`src/rtl/axi_lite_pkg.sv`:
```
// Shared AXI-Lite response codes and register-slave FSM state types.
package axi_lite_pkg;

  localparam logic [1:0] RESP_OKAY   = 2'b00;
  localparam logic [1:0] RESP_SLVERR = 2'b10;
  localparam logic [1:0] RESP_DECERR = 2'b11;

  typedef enum logic [1:0] {
    WIdle,
    WCommit,
    WResp
  } w_state_e;

  typedef enum logic [0:0] {
    RIdle,
    RResp
  } r_state_e;

endpackage

```
`src/rtl/axi_lite_wr_capture.sv`:
```
// Independent AW/W hold registers with ready generation; flags when both halves of a write
// are present so the top can commit.
module axi_lite_wr_capture #(
  parameter int unsigned ADDR_WIDTH = 32,
  parameter int unsigned DATA_WIDTH = 32
) (
  input  logic                      clk,
  input  logic                      rst_n,
  input  logic [ADDR_WIDTH-1:0]     aw_addr,
  input  logic                      aw_valid,
  output logic                      aw_ready,
  input  logic [DATA_WIDTH-1:0]     w_data,
  input  logic [DATA_WIDTH/8-1:0]   w_strb,
  input  logic                      w_valid,
  output logic                      w_ready,
  input  logic                      b_valid,
  input  logic                      clear,
  output logic                      both_captured,
  output logic [ADDR_WIDTH-1:0]     held_addr,
  output logic [DATA_WIDTH-1:0]     held_data,
  output logic [DATA_WIDTH/8-1:0]   held_strb
);

  logic                    aw_held_q, w_held_q;
  logic [ADDR_WIDTH-1:0]   addr_q;
  logic [DATA_WIDTH-1:0]   data_q;
  logic [DATA_WIDTH/8-1:0] strb_q;
  logic                    aw_fire, w_fire;

  assign aw_ready = !aw_held_q && !b_valid;
  assign w_ready  = !w_held_q && !b_valid;
  assign aw_fire  = aw_valid && aw_ready;
  assign w_fire   = w_valid && w_ready;

  // True when both holds are set or being set at this edge, so commit starts one cycle later.
  assign both_captured = (aw_held_q || aw_fire) && (w_held_q || w_fire);

  assign held_addr = addr_q;
  assign held_data = data_q;
  assign held_strb = strb_q;

  always_ff @(posedge clk or negedge rst_n) begin
    if (!rst_n) begin
      aw_held_q <= 1'b0;
      w_held_q  <= 1'b0;
      addr_q    <= '0;
      data_q    <= '0;
      strb_q    <= '0;
    end else begin
      if (clear) begin
        aw_held_q <= 1'b0;
      end else if (aw_fire) begin
        aw_held_q <= 1'b1;
      end
      if (clear) begin
        w_held_q <= 1'b0;
      end else if (w_fire) begin
        w_held_q <= 1'b1;
      end
      if (aw_fire) addr_q <= aw_addr;
      if (w_fire) begin
        data_q <= w_data;
        strb_q <= w_strb;
      end
    end
  end

endmodule

```
`src/rtl/axi_lite_reg_slave.sv`:
```
// AXI-Lite register-file slave with per-register write pulses.
// Define AXIL_SLV_SLVERR_EN to return SLVERR for out-of-range accesses (OKAY otherwise).
module axi_lite_reg_slave
  import axi_lite_pkg::*;
#(
  parameter int unsigned          NUM_REGS   = 8,
  parameter int unsigned          ADDR_WIDTH = 32,
  parameter int unsigned          DATA_WIDTH = 32,
  parameter logic [DATA_WIDTH-1:0] RESET_VAL = '0
) (
  input  logic                           clk,
  input  logic                           rst_n,
  input  logic [ADDR_WIDTH-1:0]          aw_addr,
  input  logic                           aw_valid,
  output logic                           aw_ready,
  input  logic [DATA_WIDTH-1:0]          w_data,
  input  logic [DATA_WIDTH/8-1:0]        w_strb,
  input  logic                           w_valid,
  output logic                           w_ready,
  output logic [1:0]                     b_resp,
  output logic                           b_valid,
  input  logic                           b_ready,
  input  logic [ADDR_WIDTH-1:0]          ar_addr,
  input  logic                           ar_valid,
  output logic                           ar_ready,
  output logic [DATA_WIDTH-1:0]          r_data,
  output logic [1:0]                     r_resp,
  output logic                           r_valid,
  input  logic                           r_ready,
  output logic [NUM_REGS*DATA_WIDTH-1:0] reg_q,
  output logic [NUM_REGS-1:0]            reg_wr_pulse
);

  localparam int unsigned StrbW     = DATA_WIDTH / 8;
  localparam int unsigned ByteShift = $clog2(StrbW);
  // One bit wider than needed so offsets just past the last register decode as out of range.
  localparam int unsigned IdxW      = $clog2(NUM_REGS) + 1;

`ifdef AXIL_SLV_SLVERR_EN
  localparam logic [1:0] RangeErrResp = RESP_SLVERR;
`else
  localparam logic [1:0] RangeErrResp = RESP_OKAY;
`endif

  logic [ADDR_WIDTH-1:0]               wr_addr;
  logic [DATA_WIDTH-1:0]               wr_data;
  logic [StrbW-1:0]                    wr_strb;
  logic                                both_captured;
  logic                                commit;
  w_state_e                            w_state_q, w_state_d;
  logic [NUM_REGS-1:0][DATA_WIDTH-1:0] regs_q, regs_d;
  logic [NUM_REGS-1:0]                 pulse_q, pulse_d;
  logic [1:0]                          b_resp_q;
  logic [IdxW-1:0]                     wr_idx, rd_idx;
  logic                                wr_in_range, rd_in_range;
  r_state_e                            r_state_q, r_state_d;
  logic                                ar_fire;
  logic [DATA_WIDTH-1:0]               rd_word, r_data_q;
  logic [1:0]                          r_resp_q;
  logic                                unused_addr_bits;

  axi_lite_wr_capture #(
    .ADDR_WIDTH(ADDR_WIDTH),
    .DATA_WIDTH(DATA_WIDTH)
  ) u_wr_capture (
    .clk          (clk),
    .rst_n        (rst_n),
    .aw_addr      (aw_addr),
    .aw_valid     (aw_valid),
    .aw_ready     (aw_ready),
    .w_data       (w_data),
    .w_strb       (w_strb),
    .w_valid      (w_valid),
    .w_ready      (w_ready),
    .b_valid      (b_valid),
    .clear        (commit),
    .both_captured(both_captured),
    .held_addr    (wr_addr),
    .held_data    (wr_data),
    .held_strb    (wr_strb)
  );

  // Upper address bits were already decoded by the bridge.
  assign unused_addr_bits = ^{wr_addr, ar_addr};

  assign wr_idx      = wr_addr[ByteShift +: IdxW];
  assign rd_idx      = ar_addr[ByteShift +: IdxW];
  assign wr_in_range = wr_idx < IdxW'(NUM_REGS);
  assign rd_in_range = rd_idx < IdxW'(NUM_REGS);

  // Write FSM
  always_ff @(posedge clk or negedge rst_n) begin
    if (!rst_n) w_state_q <= WIdle;
    else        w_state_q <= w_state_d;
  end

  always_comb begin
    w_state_d = w_state_q;
    unique case (w_state_q)
      WIdle:   if (both_captured) w_state_d = WCommit;
      WCommit: w_state_d = WResp;
      WResp:   if (b_ready) w_state_d = WIdle;
      default: w_state_d = WIdle;
    endcase
  end

  always_comb begin
    commit  = (w_state_q == WCommit);
    b_valid = (w_state_q == WResp);
  end

  always_comb begin
    regs_d  = regs_q;
    pulse_d = '0;
    if (commit) begin
      for (int unsigned i = 0; i < NUM_REGS; i++) begin
        if (wr_idx == IdxW'(i)) begin
          pulse_d[i] = 1'b1;
          for (int unsigned b = 0; b < StrbW; b++) begin
            if (wr_strb[b]) regs_d[i][b*8 +: 8] = wr_data[b*8 +: 8];
          end
        end
      end
    end
  end

  always_ff @(posedge clk or negedge rst_n) begin
    if (!rst_n) begin
      regs_q   <= {NUM_REGS{RESET_VAL}};
      pulse_q  <= '0;
      b_resp_q <= RESP_OKAY;
    end else begin
      regs_q  <= regs_d;
      pulse_q <= pulse_d;
      if (commit) b_resp_q <= wr_in_range ? RESP_OKAY : RangeErrResp;
    end
  end

  assign reg_q        = regs_q;
  assign reg_wr_pulse = pulse_q;
  assign b_resp       = b_resp_q;

  // Read FSM
  always_ff @(posedge clk or negedge rst_n) begin
    if (!rst_n) r_state_q <= RIdle;
    else        r_state_q <= r_state_d;
  end

  always_comb begin
    r_state_d = r_state_q;
    unique case (r_state_q)
      RIdle:   if (ar_valid) r_state_d = RResp;
      RResp:   if (r_ready) r_state_d = RIdle;
      default: r_state_d = RIdle;
    endcase
  end

  always_comb begin
    ar_ready = (r_state_q == RIdle);
    r_valid  = (r_state_q == RResp);
  end

  assign ar_fire = ar_valid && ar_ready;

  // Out-of-range indices match no register and read as zero.
  always_comb begin
    rd_word = '0;
    for (int unsigned i = 0; i < NUM_REGS; i++) begin
      if (rd_idx == IdxW'(i)) rd_word = regs_q[i];
    end
  end

  always_ff @(posedge clk or negedge rst_n) begin
    if (!rst_n) begin
      r_data_q <= '0;
      r_resp_q <= RESP_OKAY;
    end else if (ar_fire) begin
      r_data_q <= rd_word;
      r_resp_q <= rd_in_range ? RESP_OKAY : RangeErrResp;
    end
  end

  assign r_data = r_data_q;
  assign r_resp = r_resp_q;

endmodule

```
`config.mk`:
```
export PLATFORM = sky130hd
export DESIGN_NAME = axi_lite_reg_slave
export DESIGN_NICKNAME = d
export VERILOG_FILES = /design/src/rtl/axi_lite_pkg.sv /design/src/rtl/axi_lite_wr_capture.sv /design/src/rtl/axi_lite_reg_slave.sv
export SDC_FILE = /design/constraint.sdc
export NUM_CORES = 1
export LEC_CHECK = 0
export ABC_CLOCK_PERIOD_IN_PS = 5210
export BUFFER_PORTS_ARGS = -buffer_cell sky130_fd_sc_hd__buf_2
export CELL_PAD_IN_SITES_DETAIL_PLACEMENT = 0
export CELL_PAD_IN_SITES_GLOBAL_PLACEMENT = 1
export CORE_MARGIN = 5
export CORE_UTILIZATION = 45
export DETAILED_ROUTE_END_ITERATION = 12
export HOLD_SLACK_MARGIN = 0.05
export PLACE_DENSITY = 0.83
export SLEW_MARGIN = 10
export SYNTH_ARGS = -nofsm -noshare
export SYNTH_HDL_FRONTEND = slang
export SYNTH_SLANG_ARGS = --single-unit
```
`constraint.sdc`:
```
create_clock -name clk -period 5.21 [get_ports clk]
set_input_delay 0.2605 -clock clk [delete_from_list [all_inputs] [get_ports clk]]
set_output_delay 0.2605 -clock clk [all_outputs]
set_load 0.01 [all_outputs]
```
; ---- Word level (Yosys, flattened, before mapping)
; Cells that the tools add are included.
[word_totals]
regBits = 343
inputBits = 107
output_inout_bits = 305
wordCells = 136
[op_classes]
eq_ne = 18
mux = 27
n_bitwise = 1
n_reduce_logical = 49
[ops]
columns = operator, count
row1 = $mux 32, 8
row2 = $reduce_and 3->1, 32
row3 = $eq 4x3->1 const B, 8
row4 = $eq 4x2->1 const B, 4
row5 = $mux 1, 14
row6 = $eq 4x1->1 const B, 2
row7 = $logic_not 4->1, 2
row8 = $mux 8, 1
row9 = $logic_and 1x1->1, 6
row10 = $pmux 2 s3, 1
row11 = $mux 2, 2
row12 = $ne 2x2->1 const B, 2
row13 = $reduce_bool 2->1, 2
row14 = $logic_not 1->1, 3
row15 = $eq 2x1->1 const B, 1
row16 = $eq 2x2->1 const B, 1
row17 = $logic_not 2->1, 1
row18 = $logic_or 1x1->1, 2
row19 = $pmux 1 s2, 1
row20 = $reduce_and 2->1, 1
row21 = $not 1->1, 1

; ---- Depth between registers and ports, before layout
[logic_depth]
depth_word = 9
ltp_mapped = 7

; ---- Hierarchy
; A second synthesis with hierarchy kept.
[hier_totals]
hier_cells = 1209
area_unflattened_um2 = 16309.4
[modules_own_cells]
columns = module, n_inst, cells_per_inst, area_each_um2, seq_area_each_um2
row1 = axi_lite_reg_slave, 1, 1051, 13490.4, 7482.2
row2 = axi_lite_wr_capture, 1, 158, 2819.0, 1751.7

; ---- Least setup slack after synthesis
; No wires, ideal clock.
[synth_path]
kind = reg-to-reg
startpoint = register w_state_q[0]
endpoint = register u_wr_capture.data_q[10] (netlist: u_wr_capture.held_data[10])
t_arrival_ns = 1.835
path_slack_ns = 3.250
path_stages_with_launch = 8
path_buffers = 2
period_less_slack_ns = 1.960
cell_sequence = dfrtp_1 nand2b_1 inv_1 nor2_1 and2_1 clkbuf_1 buf_2 mux2_2
[synth_between]
elab_chain_len = 4
[synth_lines]
columns = item, line_no
row1 = from (decl), axi_lite_reg_slave.sv:50  ; w_state_e w_state_q, w_state_d;
row2 = from (signal assigned), axi_lite_reg_slave.sv:93  ; if (!rst_n) w_state_q <= WIdle;
row3 = from (signal assigned), axi_lite_reg_slave.sv:94  ; else w_state_q <= w_state_d;
row4 = $eq 2x2->1, axi_lite_reg_slave.sv:109  ; b_valid = (w_state_q == WResp);
row5 = net b_valid, axi_lite_reg_slave.sv:21  ; output logic b_valid,
row6 = $logic_not 1->1, axi_lite_wr_capture.sv:31  ; assign w_ready = !w_held_q && !b_valid;
row7 = $logic_and 1x1->1, axi_lite_wr_capture.sv:31
row8 = net w_ready, axi_lite_reg_slave.sv:19  ; output logic w_ready,
row9 = $logic_and 1x1->1, axi_lite_wr_capture.sv:33  ; assign w_fire = w_valid && w_ready;
row10 = to (signal assigned), axi_lite_wr_capture.sv:62  ; data_q <= w_data;
row11 = to (decl), axi_lite_wr_capture.sv:26  ; logic [DATA_WIDTH-1:0] data_q;
; The timed path passes the listed nets, and every way through them passes these cells.
; A chain may end at the register's enable or synchronous reset.

; ---- Final worst setup path
[layout_path]
startpoint = register u_wr_capture.addr_q[4] (netlist: u_wr_capture.held_addr[4])
endpoint = register regs_q (netlist bit reg_q[146])
[layout_between]
elab_chain_len = 2
[layout_lines]
columns = item, line_no
row1 = from (decl), axi_lite_wr_capture.sv:25  ; logic [ADDR_WIDTH-1:0] addr_q;
row2 = from (signal assigned), axi_lite_wr_capture.sv:60  ; if (aw_fire) addr_q <= aw_addr;
row3 = $eq 4x3->1, axi_lite_reg_slave.sv:117  ; if (wr_idx == IdxW'(i)) begin
row4 = $reduce_and 3->1 (no source line), n/a
row5 = to (signal assigned), axi_lite_reg_slave.sv:129  ; regs_q <= {NUM_REGS{RESET_VAL}};
row6 = to (signal assigned), axi_lite_reg_slave.sv:133  ; regs_q <= regs_d;
row7 = to (decl), axi_lite_reg_slave.sv:51  ; logic [NUM_REGS-1:0][DATA_WIDTH-1:0] regs_q, regs_d;
; Every way passes these cells.

==> qor.yml <==
timing:
  fmax_mhz: 375
  finalCritPeriodShare_pct: 51.2
  final_max_slew_viol_count: 0
  setup-violations-final: 0
  skew_ps: 15.8
  headroom_to_the_max_slew_limit_pct: 25.5
  post-route-min-period_ps: 2670
  max_slew.worst_pin.slew_ps: 1110
  hold_viol: 0
  rsz0062_at_grt: "no"
  setup_total_negative_slack_ps: 0
critical_path:
  crit_family: "simple AND/OR/NAND/NOR gates"
  timing.critical_path.slowest_cell_delay_ps: 550
  slowest_stage: "dfrtp_1"
  worstPathBufferInverterCount: 0
  timing.critical_path.cells: "or3b_2 > nor2_1 > nand2_1 > mux2_2"
  crit_arrival_ps: 3050
  worst-setup-path-type: "flop to flop"
  crit_fanout: 8
  required_time_of_the_critical_path_ps: 5590
  cp-end-kind: "flop"
  worst_setup_path_start_kind: "flop"
finish:
  syn2layout_area_growth_pct: 26.9
  design_area_sq_um: 18700
  mostFrequentLayoutCell: "buf_2"
  nets: 1574
  post_route_cells_drive_above_1_share_pct: 50.8
  mostFrequentLayoutCells: "buf_2 (349), dfrtp_1 (341), mux2_2 (320)"
  n_antenna_cell: 0
worst_hold_path:
  hold_class: "input pin to flop"
clock_network:
  cts_tree: "built"
  post-cts-setup-buffers: 0
  post_cts_resized: 0
  clk_pin_slew_ps: 60
  cts-root-to-sink-buffers: 3
  numCtsBuffers: 38
  clock_network_latency_to_the_later_pin_of_the_worst_skew_pair_ps: 510
  ctsRootBufferMaster: "clkbuf_16"
  tritoncts_num_sinks: 341
  clock_tree.htree_level_count: 2
synthesis:
  post_synth_main_area_contributors: "dfrtp_1 (58%), mux2_2 (24%), mux2i_1 (3.9%)"
  synth.ff_latch_count: 341
  number_of_enable_type_register_cells_in_the_synthesized_netlist: 0
  synth-seq-area-share_pct: 58.0
  postSynth.asyncResetShare_pct: 100
  post_synthesis_instance_area_sq_um: 14700
  avgSynthCellArea_sq_um: 13.7
  synth_top_cell_area_share_pct: 58.0
  synth_cells: 1072
  synth_warnings: 0
  synth_top_cell_by_area: "dfrtp_1"
  dominantRegCellSynth: "dfrtp_1"
  synth.lib_cells_used.distinct: 46
pwr:
  power.density_cell_area_nw_per_um2: 552
  vdd.ir_drop.worst_v: 0.000386
  p_leak_uw: 0.00951
place:
  numPortBuffers: 351
  detailedPlacementHpwl_microns: 31700
  placement.cell_area_sq_um: 16900
  finalWeightedCongestion: 0.830
grt:
  maximum_number_of_pins_on_one_net_before_global_route_repair: 134
  grt_pass1_wl_microns: 71000
  grt-ovfl-total: 0
  via_count_of_the_first_global_routing_pass: 11300
  grt.total_usage_pct: 25.5
  grt_antenna_before_repair: 1
detailed_routing:
  detail_route.wl_per_cell_microns: 24.4
  drc_violations: 0
  antenna_left: 0
  drtPass1Iterations: 5
  drt-total-wl_microns: 47200
  first_iter_violations: 582
  routed_via_count_divided_by_cell_count: 5.57
  via_count: 10800
flow_run:
  max_cap_viol_count: 0
floorplanning:
  die_width_microns: 191
  core_sq_um: 32400
  io_pins: 412
  initial_utilization_pct: 45.5
  die_area_sq_um: 36400
  die_y_microns: 191
  placement_rows: 66
outcome:
  outcome: "finished, final reports clean"
timing repair:
item	4_1_cts	5_1_grt
endpoints found under the setup margin	0	0
endpoints found under the hold margin	121	0
hold buffers	45	0
registers in the layout, indices dropped and copies added (netlist names):
signal                  count
r_valid                     1
u_wr_capture.w_held_q       1
u_wr_capture.aw_held_q      1
u_wr_capture.held_addr      4
u_wr_capture.held_data     32
reg_wr_pulse                8
r_data                     32
u_wr_capture.held_strb      4
w_state_q                   2
reg_q                     256
cell type report:
| cell class | instances | area, sq um |
|---|---|---|
| clock inverters | 7 | 62.6 |
| repair buffers | 404 | 2290 |
| well taps | 442 | 553 |
| flip-flops and latches | 341 | 8530 |
| fillers | 2687 | 13700 |
| clock buffers | 59 | 1220 |
| inverters | 5 | 18.8 |
| multi-input cells | 677 | 5990 |
power breakdown:
group          internal (uW)  switching (uW)  leakage [uW]  total, uW
Combinational           1540            1480       0.00440       3020
Sequential              3590            1000       0.00447       4590
Clock                   1660            1030      0.000638       2690
Total                   6790            3510       0.00951      10300
cell families after synthesis:
group | after synthesis | synth area share (%)
DFF | 341 | 58.0
muxes | 381 | 28.8
AOI/OAI and AO/OA | 115 | 5.49
and+or+nand+nor | 177 | 6.11
other | 1 | 0.0255
buffers and inverters | 57 | 1.63
layer usage:
metal  up-vias  wire length (microns)  GRT usage [%]
li1       4715                      -              -
met1      5508                  18700           32.6
met2       451                  22600           41.9
met3       104                   4190           6.99
met4         2                   1700           9.28
met5         -                      7              0
worst reg2reg max path: cells and delay by family, from the launching register on:
family           cells  cell delay [ps]
AND/OR/NAND/NOR      3             1560
multiplexers         1              430
flip-flops           1              550
cell usage after synthesis, types with 4 or more instances:
cell / number
o31a_1: 4
buf_2: 9
nor2b_1: 6
o22ai_1: 58
a41oi_1: 27
mux2_2: 320
mux2i_1: 57
nor2_1: 12
nor3_1: 7
o21ai_0: 6
dfrtp_1: 341
clkbuf_1: 36
a21oi_1: 5
nand2_1: 95
inv_1: 5
buf_4: 4
nand2b_1: 32
nand2_2: 4
per-stage QoR:
| stage | worst slack (ps) | util [%] | hold WS [ps] | power [uW] | cells |
|---|---|---|---|---|---|
| after global routing | 2510 | 57.7 | 215 | 10800 | 1935 |
| after global placement | 2480 | 52.3 | 285 | 7530 | 1824 |
| final | 2540 | 57.7 | 218 | 10300 | 1935 |
| after floorplan | 3250 | - | -35.1 | 6080 | 1075 |
| after CTS | 2600 | 57.7 | 167 | 10400 | 1935 |
| after detailed placement | 2440 | 52.3 | 288 | 7630 | 1824 |
worst paths after layout:
kind,from,endpoint,slack [ps],depth (start not counted)
max,u_wr_capture.held_addr[4],reg_q[146],2540,4
min,ar_valid,r_valid,220,3
max reg2reg,u_wr_capture.held_addr[4],reg_q[146],2540,4
min reg2reg,r_data[31],r_data[31],500,1
max in group asynchronous,rst_n,reg_q[59],3550,3
min in group asynchronous,rst_n,reg_q[163],330,2
Note: power is estimated with default switching activity, not from simulation.
